<file path="src/rtl/alu_arbiter.sv">
// Round-robin arbiter that lets two requesters share one multi-cycle ALU.
// Define ALU_ARB_TIMEOUT_EN to bound the WAIT state by TIMEOUT_CYCLES.
module alu_arbiter #(
  parameter int TIMEOUT_CYCLES = 64
) (
  input  logic        clk,
  input  logic        reset,
  input  logic        req0_valid,
  output logic        req0_ready,
  input  logic [2:0]  req0_op,
  input  logic [7:0]  req0_a,
  input  logic [7:0]  req0_b,
  input  logic        req1_valid,
  output logic        req1_ready,
  input  logic [2:0]  req1_op,
  input  logic [7:0]  req1_a,
  input  logic [7:0]  req1_b,
  output logic        rsp0_valid,
  output logic [15:0] rsp0_result,
  output logic        rsp0_err,
  output logic        rsp1_valid,
  output logic [15:0] rsp1_result,
  output logic        rsp1_err,
  output logic        alu_start,
  output logic [2:0]  alu_op,
  output logic [7:0]  alu_a,
  output logic [7:0]  alu_b,
  input  logic        alu_done,
  input  logic [15:0] alu_result,
  output logic        busy
);

  localparam logic [2:0] OP_NOP = 3'b000;
  localparam logic [2:0] OP_MUL = 3'b100;

  typedef enum logic [1:0] {IDLE, ISSUE, WAIT, RESP} state_t;

  state_t      state;
  state_t      state_next;
  logic        owner;
  logic        last_grant;
  logic        grant_sel;
  logic        accept;
  logic        sel_legal;
  logic        done_hit;
  logic        timed_out;
  logic        in_alu_phase;
  logic [2:0]  sel_op;
  logic [7:0]  sel_a;
  logic [7:0]  sel_b;
  logic [2:0]  op_q;
  logic [7:0]  a_q;
  logic [7:0]  b_q;
  logic [15:0] result_q;
  logic        err_q;

  if (TIMEOUT_CYCLES < 1) begin : g_bad_timeout
    $error("alu_arbiter: TIMEOUT_CYCLES must be at least 1");
  end

  // Under contention the requester not granted last wins; a lone requester always wins.
  always_comb begin
    if (req0_valid && req1_valid) begin
      grant_sel = ~last_grant;
    end else begin
      grant_sel = req1_valid;
    end
    sel_op    = grant_sel ? req1_op : req0_op;
    sel_a     = grant_sel ? req1_a  : req0_a;
    sel_b     = grant_sel ? req1_b  : req0_b;
    sel_legal = (sel_op <= OP_MUL);
  end

  assign done_hit = (state == WAIT) && alu_done;

`ifdef ALU_ARB_TIMEOUT_EN
  localparam int CNT_W = (TIMEOUT_CYCLES > 1) ? $clog2(TIMEOUT_CYCLES) : 1;
  localparam logic [CNT_W-1:0] WAIT_LAST = CNT_W'(TIMEOUT_CYCLES - 1);

  logic [CNT_W-1:0] wait_cnt;

  // Counts completed WAIT cycles; the last allowed cycle without done forces an error response.
  always_ff @(posedge clk) begin
    if (reset || (state != WAIT)) begin
      wait_cnt <= '0;
    end else begin
      wait_cnt <= wait_cnt + CNT_W'(1);
    end
  end

  assign timed_out = (state == WAIT) && !alu_done && (wait_cnt == WAIT_LAST);
`else
  assign timed_out = 1'b0;
`endif

  always_ff @(posedge clk) begin
    if (reset) begin
      state <= IDLE;
    end else begin
      state <= state_next;
    end
  end

  always_comb begin
    state_next   = state;
    accept       = 1'b0;
    in_alu_phase = 1'b0;
    busy         = (state != IDLE);
    case (state)
      IDLE: begin
        if ((req0_valid || req1_valid) && !reset) begin
          accept     = 1'b1;
          state_next = sel_legal ? ISSUE : RESP;
        end
      end
      ISSUE: begin
        in_alu_phase = 1'b1;
        state_next   = (op_q == OP_NOP) ? RESP : WAIT;
      end
      WAIT: begin
        in_alu_phase = 1'b1;
        if (done_hit || timed_out) begin
          state_next = RESP;
        end
      end
      RESP: begin
        state_next = IDLE;
      end
      default: begin
        state_next = IDLE;
      end
    endcase

    req0_ready  = accept && !grant_sel;
    req1_ready  = accept && grant_sel;
    alu_start   = in_alu_phase;
    alu_op      = in_alu_phase ? op_q : 3'b000;
    alu_a       = in_alu_phase ? a_q  : 8'h00;
    alu_b       = in_alu_phase ? b_q  : 8'h00;
    rsp0_valid  = (state == RESP) && !owner;
    rsp1_valid  = (state == RESP) && owner;
    rsp0_result = rsp0_valid ? result_q : 16'h0000;
    rsp1_result = rsp1_valid ? result_q : 16'h0000;
    rsp0_err    = rsp0_valid && err_q;
    rsp1_err    = rsp1_valid && err_q;
  end

  // Result/err default to the illegal or no_op outcome at acceptance and are overwritten by the ALU.
  always_ff @(posedge clk) begin
    if (reset) begin
      owner      <= 1'b0;
      last_grant <= 1'b1;
      op_q       <= 3'b000;
      a_q        <= 8'h00;
      b_q        <= 8'h00;
      result_q   <= 16'h0000;
      err_q      <= 1'b0;
    end else begin
      if (accept) begin
        owner      <= grant_sel;
        last_grant <= grant_sel;
        op_q       <= sel_op;
        a_q        <= sel_a;
        b_q        <= sel_b;
        result_q   <= 16'h0000;
        err_q      <= !sel_legal;
      end
      if (done_hit) begin
        result_q <= alu_result;
        err_q    <= 1'b0;
      end else if (timed_out) begin
        result_q <= 16'h0000;
        err_q    <= 1'b1;
      end
    end
  end

endmodule

</file>
<file path="config.mk">
export PLATFORM = sky130hd
export DESIGN_NAME = alu_arbiter
export DESIGN_NICKNAME = d
export VERILOG_FILES = /design/src/rtl/alu_arbiter.sv
export SDC_FILE = /design/constraint.sdc
export NUM_CORES = 1
export LEC_CHECK = 0
export BUFFER_PORTS_ARGS = -buffer_cell sky130_fd_sc_hd__buf_2
export CORE_ASPECT_RATIO = 1.1
export CORE_MARGIN = 4
export CORE_UTILIZATION = 40
export DETAILED_ROUTE_END_ITERATION = 6
export GPL_TIMING_DRIVEN = 0
export PLACE_DENSITY = 0.73
export SLEW_MARGIN = 20
export SYNTH_ARGS = -nofsm -noshare
export SYNTH_HDL_FRONTEND = slang
export SYNTH_SLANG_ARGS = --single-unit
</file>
<file path="constraint.sdc">
create_clock -name clk -period 2.05 [get_ports clk]
set_input_delay 0.1025 -clock clk [delete_from_list [all_inputs] [get_ports clk]]
set_output_delay 0.1025 -clock clk [all_outputs]
set_load 0.05 [all_outputs]
</file>
Yosys cells after proc, flatten, opt, wreduce, memory -nomap -nowiden
Cells that the tools add are included.

storage, ports and cells
  flip-flop bits (word level) = 40
  latch bits = 0
  memory bits (writable) = 0
  memory bits (read-only) = 0
  input bits = 59
  output and inout port bits = 59
  word-level logic and storage cells = 55
  memories = 0

operators by class
  add/subtract/negate cells = 0
  multiply operators = 0
  div/mod/pow operators = 0
  magnitude comparators = 1
  equal/unequal tests = 5
  shift operators = 0
  mux-type cells = 19
  bitwise gates (word level) = 1
  reduce and logical (&&, ||, !) cells = 21

operators with widths
  cell                  count
  $mux W16              4
  $mux W8               4
  $logic_and A1 B1 Y1   9
  $pmux W2 S4           1
  $mux W2               3
  $mux W3               2
  $mux W1               5
  $eq A2 B2 Y1 const B  2
  $logic_not A1 Y1      4
  $ne A2 B2 Y1 const B  2
  $reduce_bool A2 Y1    2
  $reduce_or A2 Y1      2
  $le A3 B3 Y1 const B  1
  $logic_not A3 Y1      1
  $eq A2 B1 Y1 const B  1
  $logic_not A2 Y1      1
  $reduce_and A2 Y1     1
  $logic_or A1 B1 Y1    1
  $not A1 Y1            1

Longest topological paths before layout
  depth after elaboration = 7
  gate-level depth with buffers = 7
  mapped depth without buffers = 5

Worst setup path after synthesis
Ideal clock, no wire load.

  path type = register -> output
  from = register state[0]
  to = output port rsp0_result[10]
  arrival = 2.042 ns
  required time = 1.947 ns
  setup slack = -0.095 ns
  cell stages (with the launch flop) = 5
  buffers on the path = 1
  cells stage by stage = dfxtp_1 -> ha_1 -> nor2b_1 -> clkbuf_1 -> and2_1

on the way
  longest elaborated chain between the ends = 3

RTL lines
  what                    line  RTL
  from (decl)             38    state_t state;
  from (signal assigned)  100   state <= state_next;
  $eq A2 B2 Y1            140   rsp0_valid = (state == RESP) && !owner;
  $logic_and A1 B1 Y1     140
  named net rsp0_valid    18    output logic rsp0_valid,
  $mux W16                142   rsp0_result = rsp0_valid ? result_q : 16'h0000;
  to (decl)               19    output logic [15:0] rsp0_result,

The timed path passes the listed nets, and every way through them passes these cells.

Final worst setup path
  from = register state[0]
  to = output port alu_a[5]

on the way
  longest elaborated chain between the ends = 4
  elaborated cells on any way between the ends = 5
  those cells by class = eq/ne (2); mux (2); reduce/logical (1)

RTL lines
  what                                                 line  RTL
  $eq A2 B2 Y1 / $eq A2 B1 Y1 (equally long branches)  109   case (state)
  $reduce_or A2 Y1 (no line) *                         n/a
  $mux W1 *                                            109
  $mux W8 *                                            138   alu_a = in_alu_phase ? a_q : 8'h00;
  to (decl)                                            26    output logic [7:0] alu_a,

Every way passes the cells marked *; elsewhere a longest branch is shown, timed or not.

==> results.json <==
{
  "post-dp-hpwl_um": 5130,
  "h-tree-depth": 2,
  "fin_cells": 476,
  "postCtsSetupBuffers": 0,
  "drv_slew": 0,
  "worst_slack_ns": 0.09000,
  "vias_per_cell": 5.000,
  "cp.arrival_ns": 1.86,
  "dieArea_um2": 6737,
  "gr-total-overflow": 0,
  "ir_worst_vdd_v": 0.0005360,
  "cp.buffers_inverters": 3,
  "die_x_um": 78.63,
  "slowest_delay_ns": 0.42,
  "route.detailed.drc": 0,
  "dp.cells": 469,
  "required_ns": 1.95,
  "p_leak_uw": 0.001482,
  "cts_tree": "built",
  "cts.sinks": 40,
  "globalplace.congestion": 0.8486,
  "rows": 28,
  "cts_buffer_depth": 2,
  "grt_max_degree": 13,
  "synth_cell_types": 32,
  "r2r_cells": 6,
  "multiInputGateArea_um2": 1272,
  "coreArea_um2": 5360,
  "seq_area_frac_synth": 0.3649,
  "fillers": 537,
  "cp.depth": 5,
  "end_kind": "output pin",
  "clk_latency_ns": 0.29,
  "seq_area_um2": 800.8,
  "synth_nets": 340,
  "critPathTopFamily": "buffers and inverters",
  "synthMuxAreaShare": 0.02052,
  "rr_startpoint": "state[0]",
  "finalSetupTns_ns": 0,
  "syn-cell-area_um2": 2195,
  "endpoint": "alu_a[5]",
  "wl_met2_um": 3006,
  "tightest_slew_ns": 0.5174,
  "clkTransAtPathRegs_ns": 0.08,
  "cts_buffers": 5,
  "io_buffers": 117,
  "crit_fanout": 12,
  "path_class": "reg -> out",
  "yosysWarningCount": 0,
  "drive_above_1_share": 0.3616,
  "synth_xor_xnor_area_share": 0,
  "ant_nets": 0,
  "die_height_um": 85.69,
  "antenna_cells": 0,
  "grt_use_total": 0.1854,
  "mostFrequentLayoutCells": "buf_2, nand2_1, dfxtp_1",
  "yosys.area_share.simple": 0.2685,
  "top_layer": "met4",
  "finalCriticalPeriod_ns": 1.960,
  "cpMaxStageDelayCell": "ha_2",
  "power.density_nw_per_um2": 1091,
  "rsz0062_at_grt": "yes",
  "synth_compound_area_frac": 0.2623,
  "grt_pass1_wl_um": 10130,
  "path_cells": "inv_1 -> ha_2 -> clkbuf_2 -> and2_1 -> buf_2",
  "status": "finished, final reports clean",
  "start_util": 0.4094,
  "drt_iter0_markers": 70,
  "fmax_ghz": 0.5102,
  "wl_per_cell_um": 13.51,
  "cts.hold.buffers_added": 0,
  "antenna_found_initial": 0,
  "vias": 2380,
  "fin_nets": 463,
  "route.met3.wl_um": 698,
  "synthAdderAreaFrac": 0.02281,
  "utilization": 0.5602,
  "maxSlewHeadroom": 0.6551,
  "ys_ff_latch": 40,
  "syn_inst": 277,
  "wirelength_met1_um": 2661,
  "dp_slack_ns": 0.04748,
  "grt_pass1_vias": 2218,
  "critPathLaunchType": "register",
  "fin_crit_sh": 0.9561,
  "synth.avg_cell_area_um2": 7.923,
  "io-pin-count": 118,
  "wirelength_um": 6430,
  "area_growth_pct": 36.83,
  "synth_top_family_by_area": "simple AND/OR/NAND/NOR gates",
  "timing.rr.end": "result_q[1]",
  "cap_violations": 0,
  "startpoint": "state[0]",
  "clockRootBuffer": "clkbuf_8",
  "mostFrequentLayoutCell": "buf_2",
  "drtPass1Iterations": 4,
  "setup_viol": 0,
  "hold_viol": 0,
  "skew_ns": 0.006588,
  "r2r_slack_ns": 0.32,
  "hold_path_class": "in -> reg"
}
==> power breakdown <==
group	total (µW)	internal, µW	switching, µW
combinational	1710	502	1210
clock	536	275	261
sequential	1030	937	93.4
==> through the flow <==
step	hold WS, ns	total power [µW]	cell area, µm²
2_1_floorplan	0.2385	2286	2196
3_3_place_gp	0.3474	2711	2875
3_5_place_dp	0.3489	2740	2875
4_1_cts	0.03625	3285	2974
5_1_grt	0.04570	3488	3003
6_report	0.04516	3276	3003
==> routing by layer <==
metal  GRT usage  vias up
met1      0.2097     1048
li1            -     1226
met2      0.3320       99
met5           0        -
met3     0.06513        7
met4     0.04452        0
==> worst min-delay path, stage by stage <==
cell	delay (ns)
buf_2	0.09
nand2_1	0.04
a21oi_1	0.05
==> sequential cells by signal (all words and copies together), names as in the netlist <==
name        count
result_q       16
a_q             8
b_q             8
op_q            3
state           2
err_q           1
last_grant      1
owner           1
==> Yosys cell counts <==
library cell	number	area, µm²
a2111oi_2	1	15.01
a211o_1	1	8.760
a21bo_1	1	10.01
a21boi_2	1	11.26
a21oi_1	35	175.2
a311oi_1	16	140.1
and2_1	38	237.7
and3_1	17	106.4
buf_1	1	3.750
buf_2	5	25.02
buf_4	4	30.03
clkbuf_1	15	56.30
dfxtp_1	40	800.8
ha_1	4	50.05
inv_1	5	18.77
mux2_4	1	15.01
mux2i_1	3	30.03
nand2_1	51	191.4
nand3_1	1	5.000
nor2_1	1	3.750
nor2_2	1	6.260
nor2b_1	2	12.51
nor4b_1	1	8.760
o211ai_1	19	142.6
o21a_1	1	7.510
o21ai_0	6	30.03
o21ba_2	1	10.01
o21bai_1	1	7.510
o221ai_1	1	8.760
o31a_1	1	8.760
or4_1	1	7.510
or4b_2	1	10.01
==> worst min path at each step <==
stage / to / slack [ns] / start / depth (start not counted)
after CTS: result_q[9] / 0.04 / alu_result[9] / 3
after floorplan: result_q[0] / 0.24 / alu_result[0] / 2
after global placement: result_q[14] / 0.35 / alu_result[14] / 3
after global routing: result_q[12] / 0.05 / alu_result[12] / 3
final: result_q[9] / 0.05 / alu_result[9] / 3
after detailed placement: result_q[9] / 0.35 / alu_result[9] / 3
==> cell families (layout without fill, tap and decap cells) <==
| kind of cell | Yosys count | count (layout) |
|---|---|---|
| and+or+nand+nor | 114 | 114 |
| AOI/OAI and AO/OA | 85 | 85 |
| DFF | 40 | 40 |
| buffers and inverters | 30 | 154 |
| adders and majority gates | 4 | 4 |
| muxes | 4 | 4 |
==> final cells by class <==
class                           count  area share
Timing Repair Buffer              117      0.2025
Tap cell                           75     0.03125
Sequential cell                    40      0.2667
Clock buffer                        8     0.03000
Buffer                             24     0.03958
Multi-Input combinational cell    207      0.4237
Inverter                            5    0.006250
==> timing repair <==
action	in CTS	in global routing
resized for setup	5	14
setup endpoints to repair	23	21
cloned	0	0
Power figures use the tool's default switching activity.
